File: src/rtl/rst_seq_wdt_pkg.sv
// Shared types and constants for the reset sequencer / watchdog.
package rst_seq_wdt_pkg;

  // Sequencer states
  typedef enum logic [1:0] {
    RsHold    = 2'd0,
    RsRelease = 2'd1,
    RsRun     = 2'd2,
    RsExpired = 2'd3
  } rs_state_t;

  // Reset polarity of the SOPC reset inputs
  localparam logic RstEnable  = 1'b1;
  localparam logic RstDisable = 1'b0;

  function automatic int max3(input int a, input int b, input int c);
    int m;
    m = (a > b) ? a : b;
    return (m > c) ? m : c;
  endfunction

  // One counter width serves the hold, release and watchdog phases
  function automatic int cnt_width(input int hold, input int chans,
                                   input int stagger, input int tmo);
    return $clog2(max3(hold, (chans - 1) * stagger, tmo) + 1);
  endfunction

endpackage

File: src/rtl/rst_seq_wdt_if.sv
// Control/status bundle between the reset sequencer and its requester.
interface rst_seq_wdt_if #(
  parameter int CHANNELS = 4
);
  logic                sw_rst_i;
  logic                kick_i;
  logic [CHANNELS-1:0] rst_o;
  logic                ready_o;
  logic                timeout_o;
  logic                timeout_seen_o;

  modport master (
    output sw_rst_i, kick_i,
    input  rst_o, ready_o, timeout_o, timeout_seen_o
  );

  modport slave (
    input  sw_rst_i, kick_i,
    output rst_o, ready_o, timeout_o, timeout_seen_o
  );
endinterface

File: src/rtl/rst_seq_wdt_rst_sync.sv
// Two-flop reset synchroniser: asserts asynchronously, releases on clk.
module rst_sync (
  input  logic clk,
  input  logic rst,
  output logic rst_sync_n
);

  logic sync_p0;
  logic sync_p1;

  // Shift a one in after rst rises; drop both stages the moment rst falls
  always_ff @(posedge clk or negedge rst) begin
    if (!rst) begin
      sync_p0 <= 1'b0;
      sync_p1 <= 1'b0;
    end else begin
      sync_p0 <= 1'b1;
      sync_p1 <= sync_p0;
    end
  end

  assign rst_sync_n = sync_p1;

endmodule

File: src/rtl/rst_seq_wdt.sv
// Staggered reset sequencer with watchdog supervision for the SOPC.
module rst_seq_wdt
  import rst_seq_wdt_pkg::*;
#(
  parameter int CHANNELS       = 4,
  parameter int HOLD_CYCLES    = 10,
  parameter int STAGGER        = 2,
  parameter int TIMEOUT_CYCLES = 50,
  parameter int REARM          = 1
) (
  input logic          clk,
  input logic          rst,
  rst_seq_wdt_if.slave bus
);

  localparam int               CNT_W     = cnt_width(HOLD_CYCLES, CHANNELS, STAGGER, TIMEOUT_CYCLES);
  localparam logic [CNT_W-1:0] CNT_MAX   = '1;
  localparam logic [CNT_W-1:0] HOLD_LAST = CNT_W'(HOLD_CYCLES - 1);
  localparam logic [CNT_W-1:0] REL_LAST  = CNT_W'((CHANNELS - 1) * STAGGER);
  localparam logic [CNT_W-1:0] WD_LAST   = CNT_W'((TIMEOUT_CYCLES > 0) ? TIMEOUT_CYCLES - 1 : 0);
  localparam bit               WDT_EN    = (TIMEOUT_CYCLES > 0);
  localparam bit               REARM_EN  = (REARM != 0);

  logic                rst_sync_n;
  rs_state_t           state_q;
  logic [CNT_W-1:0]    seq_cnt_q;
  logic [CNT_W-1:0]    wd_cnt_q;
  logic [CHANNELS-1:0] rst_o_q;
  logic [CHANNELS-1:0] rel_hit;
  logic                ready_q;
  logic                timeout_q;
  logic                seen_q;

  // Counters stop at their maximum instead of wrapping
  function automatic logic [CNT_W-1:0] sat_inc(input logic [CNT_W-1:0] v);
    return (v == CNT_MAX) ? v : v + CNT_W'(1);
  endfunction

  rst_sync u_rst_sync (
    .clk        (clk),
    .rst        (rst),
    .rst_sync_n (rst_sync_n)
  );

  // Channels whose release slot matches the current release count
  always_comb begin
    rel_hit = '0;
    for (int i = 0; i < CHANNELS; i++) begin
      rel_hit[i] = (seq_cnt_q == CNT_W'(i * STAGGER));
    end
  end

  // Sequencer FSM, shared hold/release counter, watchdog and output registers
  always_ff @(posedge clk or negedge rst_sync_n) begin
    if (!rst_sync_n) begin
      state_q   <= RsHold;
      seq_cnt_q <= '0;
      wd_cnt_q  <= '0;
      rst_o_q   <= {CHANNELS{RstEnable}};
      ready_q   <= 1'b0;
      timeout_q <= 1'b0;
      seen_q    <= 1'b0;
    end else begin
      timeout_q <= 1'b0;
      if (bus.sw_rst_i) begin
        // Software request restarts from HOLD; the sticky flag survives
        state_q   <= RsHold;
        seq_cnt_q <= '0;
        wd_cnt_q  <= '0;
        rst_o_q   <= {CHANNELS{RstEnable}};
        ready_q   <= 1'b0;
      end else begin
        case (state_q)
          RsHold: begin
            if (seq_cnt_q == HOLD_LAST) begin
              state_q   <= RsRelease;
              seq_cnt_q <= '0;
            end else begin
              seq_cnt_q <= sat_inc(seq_cnt_q);
            end
          end
          RsRelease: begin
            for (int i = 0; i < CHANNELS; i++) begin
              if (rel_hit[i]) rst_o_q[i] <= RstDisable;
            end
            if (seq_cnt_q == REL_LAST) begin
              state_q   <= RsRun;
              ready_q   <= 1'b1;
              seq_cnt_q <= '0;
              wd_cnt_q  <= '0;
            end else begin
              seq_cnt_q <= sat_inc(seq_cnt_q);
            end
          end
          RsRun: begin
            if (bus.kick_i) begin
              // A kick wins over a coincident terminal count
              wd_cnt_q <= '0;
            end else if (WDT_EN && (wd_cnt_q == WD_LAST)) begin
              timeout_q <= 1'b1;
              seen_q    <= 1'b1;
              wd_cnt_q  <= '0;
              if (REARM_EN) begin
                state_q   <= RsHold;
                seq_cnt_q <= '0;
                rst_o_q   <= {CHANNELS{RstEnable}};
                ready_q   <= 1'b0;
              end else begin
                state_q <= RsExpired;
              end
            end else begin
              wd_cnt_q <= sat_inc(wd_cnt_q);
            end
          end
          RsExpired: begin
            // Released and frozen until rst or a software request
            state_q <= RsExpired;
          end
          default: begin
            state_q <= RsHold;
          end
        endcase
      end
    end
  end

  assign bus.rst_o          = rst_o_q;
  assign bus.ready_o        = ready_q;
  assign bus.timeout_o      = timeout_q;
  assign bus.timeout_seen_o = seen_q;

endmodule

File: src/flat_wrapper.sv
// flat-port wrapper written by rule: the top's interface ports become plain ports
module rst_seq_wdt_flat import rst_seq_wdt_pkg::*;
#(
  parameter int CHANNELS       = 4,
  parameter int HOLD_CYCLES    = 10,
  parameter int STAGGER        = 2,
  parameter int TIMEOUT_CYCLES = 50,
  parameter int REARM          = 1
)
  (clk, rst, bus_sw_rst_i, bus_kick_i, bus_rst_o, bus_ready_o, bus_timeout_o, bus_timeout_seen_o);
  rst_seq_wdt_if #(.CHANNELS(CHANNELS)) bus_i ();
  input logic clk;
  input logic rst;
  input wire logic [$bits(bus_i.sw_rst_i)-1:0] bus_sw_rst_i;
  input wire logic [$bits(bus_i.kick_i)-1:0] bus_kick_i;
  output wire logic [$bits(bus_i.rst_o)-1:0] bus_rst_o;
  output wire logic [$bits(bus_i.ready_o)-1:0] bus_ready_o;
  output wire logic [$bits(bus_i.timeout_o)-1:0] bus_timeout_o;
  output wire logic [$bits(bus_i.timeout_seen_o)-1:0] bus_timeout_seen_o;
  assign bus_i.sw_rst_i = bus_sw_rst_i;
  assign bus_i.kick_i = bus_kick_i;
  assign bus_rst_o = bus_i.rst_o;
  assign bus_ready_o = bus_i.ready_o;
  assign bus_timeout_o = bus_i.timeout_o;
  assign bus_timeout_seen_o = bus_i.timeout_seen_o;
  rst_seq_wdt #(.CHANNELS(CHANNELS), .HOLD_CYCLES(HOLD_CYCLES), .STAGGER(STAGGER), .TIMEOUT_CYCLES(TIMEOUT_CYCLES), .REARM(REARM)) u_core (.clk(clk), .rst(rst), .bus(bus_i));
endmodule
File: config.mk
export PLATFORM = sky130hd
export DESIGN_NAME = rst_seq_wdt_flat
export DESIGN_NICKNAME = d
export VERILOG_FILES = /design/src/rtl/rst_seq_wdt_pkg.sv /design/src/rtl/rst_seq_wdt_if.sv /design/src/rtl/rst_seq_wdt_rst_sync.sv /design/src/rtl/rst_seq_wdt.sv /design/src/flat_wrapper.sv
export SDC_FILE = /design/constraint.sdc
export NUM_CORES = 1
export LEC_CHECK = 0
export BUFFER_PORTS_ARGS = -buffer_cell sky130_fd_sc_hd__buf_2
export CORE_UTILIZATION = 47
export CTS_CLUSTER_SIZE = 25
export DETAILED_ROUTE_END_ITERATION = 8
export GPL_ROUTABILITY_DRIVEN = 0
export PLACE_DENSITY_LB_ADDON = 0.25
export SLEW_MARGIN = 20
export SYNTH_ARGS = -nofsm -noshare
export SYNTH_HDL_FRONTEND = slang
export SYNTH_SLANG_ARGS = --single-unit
File: constraint.sdc
create_clock -name clk -period 0.9 [get_ports clk]
set_input_delay 0.045 -clock clk [delete_from_list [all_inputs] [get_ports clk]]
set_output_delay 0.045 -clock clk [all_outputs]
set_load 0.005 [all_outputs]
==> results of run 1 <==
## cell usage after synthesis (2+ instances only)
library cell / instances / area [um^2]
a21oi_1: 17 / 85.1
ha_1: 11 / 138
o22ai_1: 3 / 18.8
nand3_1: 11 / 55.1
a211oi_1: 2 / 15.0
or3b_1: 2 / 17.5
o21ai_2: 3 / 26.3
nor2b_1: 2 / 12.5
inv_1: 12 / 45.0
clkbuf_1: 2 / 7.51
nand2b_1: 2 / 12.5
nor2_1: 8 / 30.0
o21ai_0: 14 / 70.1
dfstp_2: 4 / 105
a41oi_1: 2 / 17.5
nand2_1: 4 / 15.0
o41ai_1: 2 / 17.5
buf_6: 4 / 45.0
dfrtp_1: 19 / 475
nand4_1: 2 / 12.5
o211ai_1: 2 / 15.0
## cells by family (layout without fill, tap and decap cells)
kind of cell / count (synthesis) / in the layout / share of synthesized area
AOI/OAI and AO/OA: 56 / 56 / 0.247
and+or+nand+nor: 47 / 47 / 0.201
DFF: 23 / 23 / 0.377
buffers and inverters: 20 / 87 / 0.0690
adders and majority gates: 11 / 11 / 0.0894
muxes: 2 / 2 / 0.0138
other: 1 / 1 / 0.00243
## how the worst min path moves through the flow
stage          from                                endpoint  slack, ns  cells after the start
2_1_floorplan   rst  u_core.u_rst_sync.rst_sync_n$_DFF_PN0_      -0.25                      0
3_3_place_gp    rst     u_core.u_rst_sync.sync_p0$_DFF_PN0_      -0.17                      1
3_5_place_dp    rst  u_core.u_rst_sync.rst_sync_n$_DFF_PN0_      -0.17                      1
4_1_cts         rst  u_core.u_rst_sync.rst_sync_n$_DFF_PN0_       0.02                      2
5_1_grt         rst     u_core.u_rst_sync.sync_p0$_DFF_PN0_       0.02                      2
6_report        rst  u_core.u_rst_sync.rst_sync_n$_DFF_PN0_       0.03                      2
## registers in the layout, summed over array words and instances (netlist names)
name	flops
u_core.state_q	2
u_core.u_rst_sync.rst_sync_n	1
u_core.bus.rst_o	4
u_core.wd_cnt_q	6
u_core.u_rst_sync.sync_p0	1
u_core.bus.timeout_o	1
u_core.seq_cnt_q	6
u_core.bus.timeout_seen_o	1
u_core.bus.ready_o	1
## cell type report
type	instances	area share
Tap cell	44	0.0232
Timing Repair Buffer	71	0.225
Clock buffer	4	0.0111
Multi-Input combinational cell	117	0.476
Sequential cell	23	0.246
Inverter	12	0.0190
## report_power, final
| part | internal, W | total [W] | switching [W] |
|---|---|---|---|
| clock network | 0.000173 | 0.000481 | 0.000308 |
| registers | 0.00125 | 0.00140 | 0.000151 |
| logic | 0.00151 | 0.00299 | 0.00148 |
| total | 0.00293 | 0.00488 | 0.00194 |
## repair_timing
action,in CTS,in global routing
setup endpoints to repair,25,27
hold buffers,1,0
resized for setup,31,22
buffers inserted,8,2
gates cloned,1,1
pin swaps,15,8
hold endpoints to repair,2,0
## worst max-delay path, cell delays in order (launching register included)
cell and delay (ns):
dfrtp_1 0.45, nor4b_4 0.38, a311oi_2 0.16, buf_4 0.19
or4b_1 0.49, o21ai_1 0.08
## layer usage
layer	share of wire	track usage
met2	0.52	0.419
met3	0.028	0.0262
met5	0	0
met1	0.42	0.317
met4	0.030	0.109
## metrics by stage
| stage | power, W | cells | setup WS, ns | utilization |
|---|---|---|---|---|
| floorplan | 0.00257 | 160 | -1.04 | - |
| global placement | 0.00336 | 255 | -0.914 | 0.644 |
| detailed placement | 0.00343 | 255 | -0.994 | 0.644 |
| CTS | 0.00439 | 268 | -0.904 | 0.722 |
| global route | 0.00515 | 271 | -0.983 | 0.770 |
| finish | 0.00488 | 271 | -0.925 | 0.770 |
==> summary.txt, run 1 <==
Setup path
  – Crit path DAT: 2.07 ns
  – R2r startpoint: u_core.seq_cnt_q[5]$_DFFE_PN0P_
  – R2R Setup Slk: -0.93 ns
  – Crit. End Element: register
  – Critical path endpoint: u_core.wd_cnt_q[1]$_DFFE_PN0P_
  – FF-to-FF End: u_core.wd_cnt_q[1]$_DFFE_PN0P_
  – Register-to-Register Path Depth: 5
  – CP required: approximately 1.2 ns
  – CP Launch Point: u_core.seq_cnt_q[5]$_DFFE_PN0P_
  – Crit Path Max Fanout: 5
  – Kind of critical path: register to register
  – CP Launch Type: register

Synthesis
  – Sequential area share after synthesis: 0.377
  – Post-synth EDFFs: 0
  – Syn_nets: between 150 and 200
  – Ys flop type: dfrtp_1
  – Yosys warning total: 0
  – Syn avg cell area: around 9.6 um^2
  – FFs w/ async S/R, synth: 1.00
  – Yosys reg bits: 23
  – Distinct cells, synth: 53
  – Syn Inst Count: 160
  – Post-Syn Area: ~1500 um^2

Placed design
  – Area post-placement: 1980 um^2
  – Detail Placement HPWL: about 2.7 mm
  – Port bufs: 10

Layout
  – Most common cell after layout, fill and taps aside: buf_4
  – Non-Filler Cell Area, Final: around 2400 um^2
  – Multi-input logic area: 1130 um^2
  – Share of layout cells above drive strength 1: 0.564
  – Area growth, synth to finish: 53.8%
  – Diode count: 0
  – Fill count: about 210
  – Commonest non-fill, non-tap cells in the layout: buf_4 (54), dfrtp_1 (18), a21oi_1 (11)
  – Nets: around 240
  – Register area: between 500 and 600 um^2

GRT
  – GRT Util Overall: 0.247
  – Antenna violations before repair: 0
  – Vias in the first global route: 1477
  – Largest net degree at the start of global routing: 16
  – First-pass GRT wire length: about 6.6 mm
  – Grt ovf: 0

Min path
  – Hold Crit Class: input pin to async pin

Power and ir drop
  – Max VDD drop: just over 1 mV
  – Leak Pwr: roughly 1.1 nW
  – Power Density: 2060 nW/um^2

Timing
  – Hold violation total from the final report: 0
  – Final setup vio count: 25
  – Final period util: 2.03
  – Setup WS post-layout: -0.925 ns
  – RSZ-0062 raised after global routing: true
  – Achievable Freq: about 550 MHz
  – Slew Limit Fails: 0
  – Setup TNS Final: -17.65 ns
  – Post-layout min period: ~1.8 ns
  – Clock Skew: approximately 0.0011 ns
  – Hold slack: approximately 0.031 ns

Route
  – Initial DRT Pass Iterations: 4
  – Drt wl/cell: ~16 um
  – Residual antenna-violating net count after detailed routing: 0
  – Vias: roughly 1500
  – First-iteration detailed-routing DRC count: just under 90
  – WL final: about 4.4 mm
  – Drt drc: 0
  – Vias per std cell: between 5 and 6

Status
  – Failing checks: negative setup slack
  – Status: complete, but fails checks

Clock tree
  – CTS tree: done
  – Clk buf depth: 2
  – Worst skew pair latency: a little over 0.3 ns
  – CTS sink cnt: 23
  – H-tree Lvls: 1
  – Clock root cell: clkbuf_4
  – Worst-path clk slew: 0.12 ns
  – CTS buffer count: 3

Job
  – Max_cap viols: 0

Die
  – Die Y: about 59 um
  – Ports: 11
  – Placement row count: 20
  – Die Footprint: 3510 um^2
  – Core box area: ~3000 um^2
  – Die Wd: between 50 and 60 um
  – Starting Density: 0.500
Note: power is estimated with default switching activity, not from simulation.
==> inputs of run 2 (changes only) <==
--- a/config.mk
+++ b/config.mk
@@ -5,6 +5,7 @@
 export SDC_FILE = /design/constraint.sdc
 export NUM_CORES = 1
 export LEC_CHECK = 0
+export ABC_AREA = 1
 export BUFFER_PORTS_ARGS = -buffer_cell sky130_fd_sc_hd__buf_2
 export CORE_UTILIZATION = 47
 export CTS_CLUSTER_SIZE = 25
==> summary.txt, run 2 <==
Clock tree
  – Worst skew pair latency: 0.32 ns (about the same)
  – CTS tree: done
  – H-tree Lvls: 1 (unchanged)
  – Worst-path clk slew: 0.14 ns (+0.02 ns)
  – CTS sink cnt: 23 (unchanged)
  – Clock root cell: clkbuf_4
  – Clk buf depth: 2 (unchanged)
  – CTS buffer count: 3 (unchanged)

Power and ir drop
  – Sw Ratio: 0.417 (+0.0189)
  – Combinational Power Share: 0.581 (-0.033)
  – Net Sw Power: 0.00206 W (+5.9%)
  – Power Density: 2210 nW/um^2 (+7.4%)
  – Pint: 0.00287 W (-2.0%)
  – Max VDD drop: 1.23 mV (+22%)
  – Leak Pwr: 1.13 nW (+5.4%)
  – Seq pwr share: 0.316 (+0.029)
  – Clock Power Share: 0.103 (+0.004)

Timing
  – Slew Limit Fails: 0 (unchanged)
  – Hold violation total from the final report: 0 (unchanged)
  – Post-layout min period: 1.46 ns (-0.369 ns)
  – Setup WS post-layout: -0.556 ns (+0.369 ns)
  – RSZ-0062 raised after global routing: true
  – Clock Skew: 0.0108 ns (+0.00974 ns)
  – Final period util: 1.62 (-0.411)
  – Achievable Freq: 687 MHz (+25%)
  – Final setup vio count: 25 (unchanged)

GRT
  – First-pass GRT wire length: 6.65 mm (+1.2%)
  – Grt ovf: 0 (unchanged)
  – Vias in the first global route: 1543 (+4.5%)
  – Antenna violations before repair: 0 (unchanged)
  – Largest net degree at the start of global routing: 17 (+1)
  – GRT Util Overall: 0.246 (-0.00121)

Synthesis
  – Sequential area share after synthesis: 0.369 (-0.00838)
  – Top-count cell post-synth: nand2_1
  – Post-Syn Area: 1580 um^2 (+2.3%)
  – Post-synth top cells: nand2_1 (52), inv_1 (23), dfrtp_1 (19)
  – Share of the synthesized area in the top cell type: 0.302 (-0.00687)
  – Post-synth EDFFs: 0 (unchanged)
  – FFs w/ async S/R, synth: 1.00 (unchanged)
  – Distinct cells, synth: 29 (-45%)
  – Yosys reg bits: 23 (unchanged)
  – Synth area leaders: dfrtp_1 (30%), nand2_1 (12%), ha_1 (8.7%)
  – Syn_nets: 214 (+22%)
  – Ys flop type: dfrtp_1
  – Yosys warning total: 0 (unchanged)
  – Syn Inst Count: 199 (+24%)
  – Leading area contributor after synthesis: dfrtp_1
  – Syn avg cell area: 7.92 um^2 (-18%)

Die
  – Placement row count: 20 (unchanged)
  – Ports: 11 (unchanged)
  – Die Y: 59.9 um (+1.1%)
  – Core box area: 3130 um^2 (+1.6%)
  – Die Wd: 59.9 um (+1.1%)
  – Die Footprint: 3590 um^2 (+2.2%)
  – Starting Density: 0.504 (+0.00319)

Setup path
  – CP Launch Type: register
  – Crit. End Element: register
  – FF-to-FF End: u_core.wd_cnt_q[2]$_DFFE_PN0P_
  – R2R Setup Slk: -0.56 ns (+0.37 ns)
  – Max stage delay cell, worst path: dfrtp_1
  – Critical-path cell list: inv_2, ha_4, inv_4, nand2_4, buf_4, nand3_4, buf_4, nand2_1, nand2_1
  – Crit path DAT: 1.69 ns (-0.38 ns)
  – R2r startpoint: u_core.state_q[1]$_DFFE_PN0P_
  – Kind of critical path: register to register
  – Register-to-Register Path Depth: 9 (+4)
  – CP peak stage delay: 0.46 ns (-0.03 ns)
  – CP required: 1.14 ns (about the same)
  – Crit Path Max Fanout: 5 (unchanged)

Layout
  – Final core utilization: 0.713 (-0.0563)
  – Most common cell after layout, fill and taps aside: nand2_1
  – Diode count: 0 (unchanged)
  – Share of layout cells above drive strength 1: 0.471 (-0.0928)
  – Area growth, synth to finish: 41.6%
  – Commonest non-fill, non-tap cells in the layout: nand2_1 (47), buf_4 (44), dfrtp_1 (17)
  – Non-Filler Cell Area, Final: 2230 um^2 (-5.8%)
  – Nets: 275 (+13%)

Route
  – Residual antenna-violating net count after detailed routing: 0 (unchanged)
  – Initial DRT Pass Iterations: 4 (unchanged)
  – Vias per std cell: 5.05 (-12%)
  – Drt wl/cell: 13.0 um (-20%)
  – Vias: 1529 (-1.2%)
  – Drt drc: 0 (unchanged)
  – First-iteration detailed-routing DRC count: 65 (-26%)
  – WL final: 3.95 mm (-10%)

Status
  – Failing checks: negative setup slack
  – Status: complete, but fails checks

Placed design
  – Area post-placement: 1970 um^2 (-0.44%)
  – Detail Placement HPWL: 2.92 mm (+7.2%)
  – Port bufs: 10 (unchanged)

Job
  – Max_cap viols: 0 (unchanged)

Min path
  – Hold Crit Class: input pin to async pin
## run 2: cell count changes after synthesis, sizes merged, moves of 3 or more
cell | before | now
a21oi | 18 | 5
buf | 6 | 1
inv | 12 | 30
nand2 | 4 | 58
nand3 | 11 | 21
nand4 | 2 | 6
nor2 | 8 | 21
or3b | 4 | 0
or4b | 3 | 0
## run 2: metrics by stage
step           cells  setup TNS (ns)  power (W)  hold WS (ns)  setup slack, ns
6_report         303          -11.07    0.00493        0.0279           -0.556
5_1_grt          303          -13.01    0.00530        0.0203           -0.641
4_1_cts          299          -10.76    0.00462        0.0202           -0.550
3_5_place_dp     287          -10.82    0.00382        -0.165           -0.579
3_3_place_gp     287           -9.72    0.00369        -0.169           -0.525
2_1_floorplan    199           -8.75    0.00293        -0.251           -0.483
## run 2: kinds of logic (layout without fill, tap and decap cells)
kind of cell,Yosys count,in the layout,share of synthesized area
DFF,23,23,0.369
buffers and inverters,31,91,0.0802
other,1,1,0.00238
AOI/OAI and AO/OA,22,22,0.0826
xor gates and xnor gates,2,2,0.0111
and+or+nand+nor,109,109,0.368
adders and majority gates,11,11,0.0874
## run 2: power groups by stage
| stage | Sequential, W | Clock, W | Combinational [W] |
|---|---|---|---|
| final | 0.00156 | 0.000509 | 0.00286 |
| after global routing | 0.00159 | 0.000550 | 0.00316 |
| after CTS | 0.00153 | 0.000514 | 0.00257 |
| after detailed placement | 0.00152 | 0 | 0.00230 |
| after global placement | 0.00151 | 0 | 0.00219 |
| after floorplan | 0.00153 | 0 | 0.00140 |
## run 2: worst max-delay path by stage
stage                                              from                         endpoint  slack, ns  cells after the start
after floorplan           u_core.state_q[0]$_DFFE_PN0P_  u_core.seq_cnt_q[0]$_DFFE_PN0P_      -0.48                     10
after global placement    u_core.state_q[1]$_DFFE_PN0P_   u_core.wd_cnt_q[0]$_DFFE_PN0P_      -0.53                      9
after detailed placement  u_core.state_q[1]$_DFFE_PN0P_   u_core.wd_cnt_q[0]$_DFFE_PN0P_      -0.58                      9
after CTS                 u_core.state_q[1]$_DFFE_PN0P_   u_core.wd_cnt_q[0]$_DFFE_PN0P_      -0.55                      9
after global routing      u_core.state_q[0]$_DFFE_PN0P_   u_core.wd_cnt_q[5]$_DFFE_PN0P_      -0.64                      9
final                     u_core.state_q[1]$_DFFE_PN0P_   u_core.wd_cnt_q[2]$_DFFE_PN0P_      -0.56                      9
## run 2: worst max-delay path: cells and delay by family (launching register included)
| kind | cells | cell delay [ns] |
|---|---|---|
| and+or+nand+nor | 4 | 0.31 |
| DFF | 1 | 0.46 |
| adders and majority gates | 1 | 0.16 |
| buffers and inverters | 4 | 0.45 |
## run 2: final cells by class
| class | instances | area [um^2] |
|---|---|---|
| Multi-Input combinational cell | 145 | 1010 |
| Timing Repair Buffer | 57 | 432 |
| Tap cell | 44 | 55.1 |
| Fill cell | 249 | 897 |
| Sequential cell | 23 | 583 |
| Inverter | 30 | 123 |
| Clock buffer | 4 | 26.3 |
## run 2: routing by layer
metal | track usage | wire length (um) | vias to the layer above
met5 | 0 | 0 | -
met4 | 0.0664 | 44 | 0
met3 | 0.0390 | 117 | 6
met2 | 0.475 | 2170 | 32
met1 | 0.274 | 1610 | 734
li1 | - | - | 757
## run 2: what timing repair did
| action | CTS | global route |
|---|---|---|
| hold endpoints to repair | 2 | 0 |
| setup buffers | 7 | 4 |
| gates cloned | 0 | 0 |
| endpoints found under the setup margin | 25 | 28 |
| gates resized for setup | 20 | 19 |
| hold buffers | 1 | 0 |
| pin swaps | 20 | 8 |
==> inputs of run 3 (changes only) <==
--- a/config.mk
+++ b/config.mk
@@ -7,7 +7,7 @@
 export LEC_CHECK = 0
 export ABC_AREA = 1
 export BUFFER_PORTS_ARGS = -buffer_cell sky130_fd_sc_hd__buf_2
-export CORE_UTILIZATION = 47
+export CORE_UTILIZATION = 45
 export CTS_CLUSTER_SIZE = 25
 export DETAILED_ROUTE_END_ITERATION = 8
 export GPL_ROUTABILITY_DRIVEN = 0
==> summary.txt, run 3 (same netlist as run 2, synthesis figures left out) <==
Route
  – WL final: 3.78 mm (-4.2%)
  – Drt wl/cell: 12.2 um (-6.1%)
  – Vias per std cell: 4.74 (-6.0%)
  – Drt drc: 0 (unchanged)
  – First-iteration detailed-routing DRC count: 57 (-12%)
  – Residual antenna-violating net count after detailed routing: 0 (unchanged)
  – Vias: 1466 (-4.1%)
  – Initial DRT Pass Iterations: 4 (unchanged)

Die
  – Ports: 11 (unchanged)
  – Core box area: 3340 um^2 (+6.7%)
  – Placement row count: 21 (+5.0%)
  – Die Wd: 61.2 um (+2.1%)
  – Die Y: 61.2 um (+2.1%)
  – Starting Density: 0.472 (-0.0315)
  – Die Footprint: 3740 um^2 (+4.3%)

Setup path
  – R2R Setup Slk: -0.57 ns (about the same)
  – FF-to-FF End: u_core.seq_cnt_q[3]$_DFFE_PN0P_
  – CP required: 1.12 ns (-0.02 ns)
  – Crit. End Element: register
  – Register-to-Register Path Depth: 8 (-1)
  – R2r startpoint: u_core.state_q[1]$_DFFE_PN0P_
  – Kind of critical path: register to register
  – Crit path DAT: 1.69 ns (about the same)
  – Crit Path Max Fanout: 6 (+1)
  – CP Launch Type: register

Clock tree
  – CTS sink cnt: 23 (unchanged)
  – CTS tree: done
  – Worst skew pair latency: 0.32 ns (about the same)
  – Clk buf depth: 2 (unchanged)
  – Clock root cell: clkbuf_4
  – Worst-path clk slew: 0.14 ns (about the same)
  – CTS buffer count: 3 (unchanged)
  – H-tree Lvls: 1 (unchanged)

GRT
  – Grt ovf: 0 (unchanged)
  – Antenna violations before repair: 0 (unchanged)
  – GRT Util Overall: 0.191 (-0.0551)
  – First-pass GRT wire length: 5.21 mm (-22%)
  – Vias in the first global route: 1236 (-20%)
  – Largest net degree at the start of global routing: 22 (+5)

Power and ir drop
  – Power Density: 2160 nW/um^2 (-2.4%)
  – Leak Pwr: 1.18 nW (+5.2%)
  – Max VDD drop: 1.22 mV (-0.40%)

Timing
  – Final setup vio count: 25 (unchanged)
  – Setup TNS Final: -11.04 ns (+0.0285 ns)
  – Slew Limit Fails: 0 (unchanged)
  – Setup WS post-layout: -0.570 ns (-0.0141 ns)
  – Final period util: 1.63 (+0.0157)
  – Hold violation total from the final report: 0 (unchanged)
  – Post-layout min period: 1.47 ns (+0.0141 ns)
  – RSZ-0062 raised after global routing: true
  – Clock Skew: 0.00629 ns (-0.00455 ns)
  – Achievable Freq: 680 MHz (-0.96%)

Layout
  – Most common cell after layout, fill and taps aside: buf_4
  – Diode count: 0 (unchanged)
  – Fill count: 260 (+4.4%)
  – Final core utilization: 0.702 (-0.0109)
  – Register area: 581 um^2 (-0.43%)
  – Multi-input logic area: 1050 um^2 (+4.1%)
  – Nets: 279 (+1.5%)
  – Share of layout cells above drive strength 1: 0.490 (+0.0195)
  – Commonest non-fill, non-tap cells in the layout: buf_4 (44), nand2_1 (41), dfrtp_1 (19)
  – Finished Layout Cells: 309 (+2.0%)
  – Non-Filler Cell Area, Final: 2340 um^2 (+5.0%)
  – Area growth, synth to finish: 48.8%

Placed design
  – Placed insts: 296 (+3.1%)
  – Port bufs: 10 (unchanged)
  – Detail Placement HPWL: 2.48 mm (-15%)
  – Area post-placement: 2040 um^2 (+3.4%)

Min path
  – Hold Crit Class: input pin to async pin

Status
  – Failing checks: negative setup slack
  – Status: complete, but fails checks

Job
  – Max_cap viols: 0 (unchanged)
-- run 3: changes by cell type in the layout (fill, tap and decap cells not counted), sizes merged --
cell    change
buf         +4
clkinv      +1
clkbuf      -1
-- run 3: timing repair --
action	in CTS	in global routing
buffers inserted	4	4
endpoints found under the hold margin	2	0
pin swaps	9	7
hold buffers	1	0
setup endpoints to repair	26	28
gates resized for setup	17	28
gates cloned	0	0
-- run 3: critical path: stages (launching register included) --
cell and delay, ns:
dfrtp_1 0.46, inv_2 0.12, ha_4 0.15, inv_4 0.05
nand2_4 0.09, nor2_4 0.05, a21oi_4 0.22, buf_4 0.16
o22ai_1 0.06
-- run 3: power breakdown --
part	internal, W	switching (W)	total [W]
clock	0.000167	0.000347	0.000513
combinational	0.00148	0.00153	0.00301
sequential	0.00132	0.000217	0.00154
-- run 3: how the worst max path moves through the flow --
stage,startpoint,end,cells past startpoint
2_1_floorplan,u_core.state_q[0]$_DFFE_PN0P_,u_core.seq_cnt_q[0]$_DFFE_PN0P_,10
6_report,u_core.state_q[1]$_DFFE_PN0P_,u_core.seq_cnt_q[3]$_DFFE_PN0P_,8
3_5_place_dp,u_core.state_q[1]$_DFFE_PN0P_,u_core.seq_cnt_q[4]$_DFFE_PN0P_,9
5_1_grt,u_core.state_q[1]$_DFFE_PN0P_,u_core.wd_cnt_q[0]$_DFFE_PN0P_,9
3_3_place_gp,u_core.state_q[1]$_DFFE_PN0P_,u_core.wd_cnt_q[0]$_DFFE_PN0P_,9
4_1_cts,u_core.state_q[0]$_DFFE_PN0P_,u_core.seq_cnt_q[0]$_DFFE_PN0P_,10
-- run 3: per-stage QoR --
| stage | hold WS (ns) | setup WS [ns] | total power, W |
|---|---|---|---|
| 2_1_floorplan | -0.251 | -0.483 | 0.00293 |
| 3_3_place_gp | -0.170 | -0.533 | 0.00378 |
| 3_5_place_dp | -0.168 | -0.556 | 0.00382 |
| 4_1_cts | 0.0133 | -0.544 | 0.00459 |
| 5_1_grt | 0.0441 | -0.635 | 0.00545 |
| 6_report | 0.0517 | -0.570 | 0.00506 |
-- run 3: layout make-up --
class	instances	share of cell area
clock buffer	3	0.00961
clock inverter	1	0.00214
inverter	30	0.0513
multi-input combinational	145	0.450
sequential	23	0.248
tap	46	0.0246
timing repair buffer	61	0.215
-- run 3: metal layers --
| metal | part of all wire | global-route usage | vias to the layer above |
|---|---|---|---|
| met5 | 0 | 0 | - |
| met4 | 0.013 | 0.0584 | 0 |
| met3 | 0.015 | 0.0252 | 6 |
| met2 | 0.54 | 0.339 | 14 |
| met1 | 0.43 | 0.240 | 681 |
| li1 | - | - | 765 |
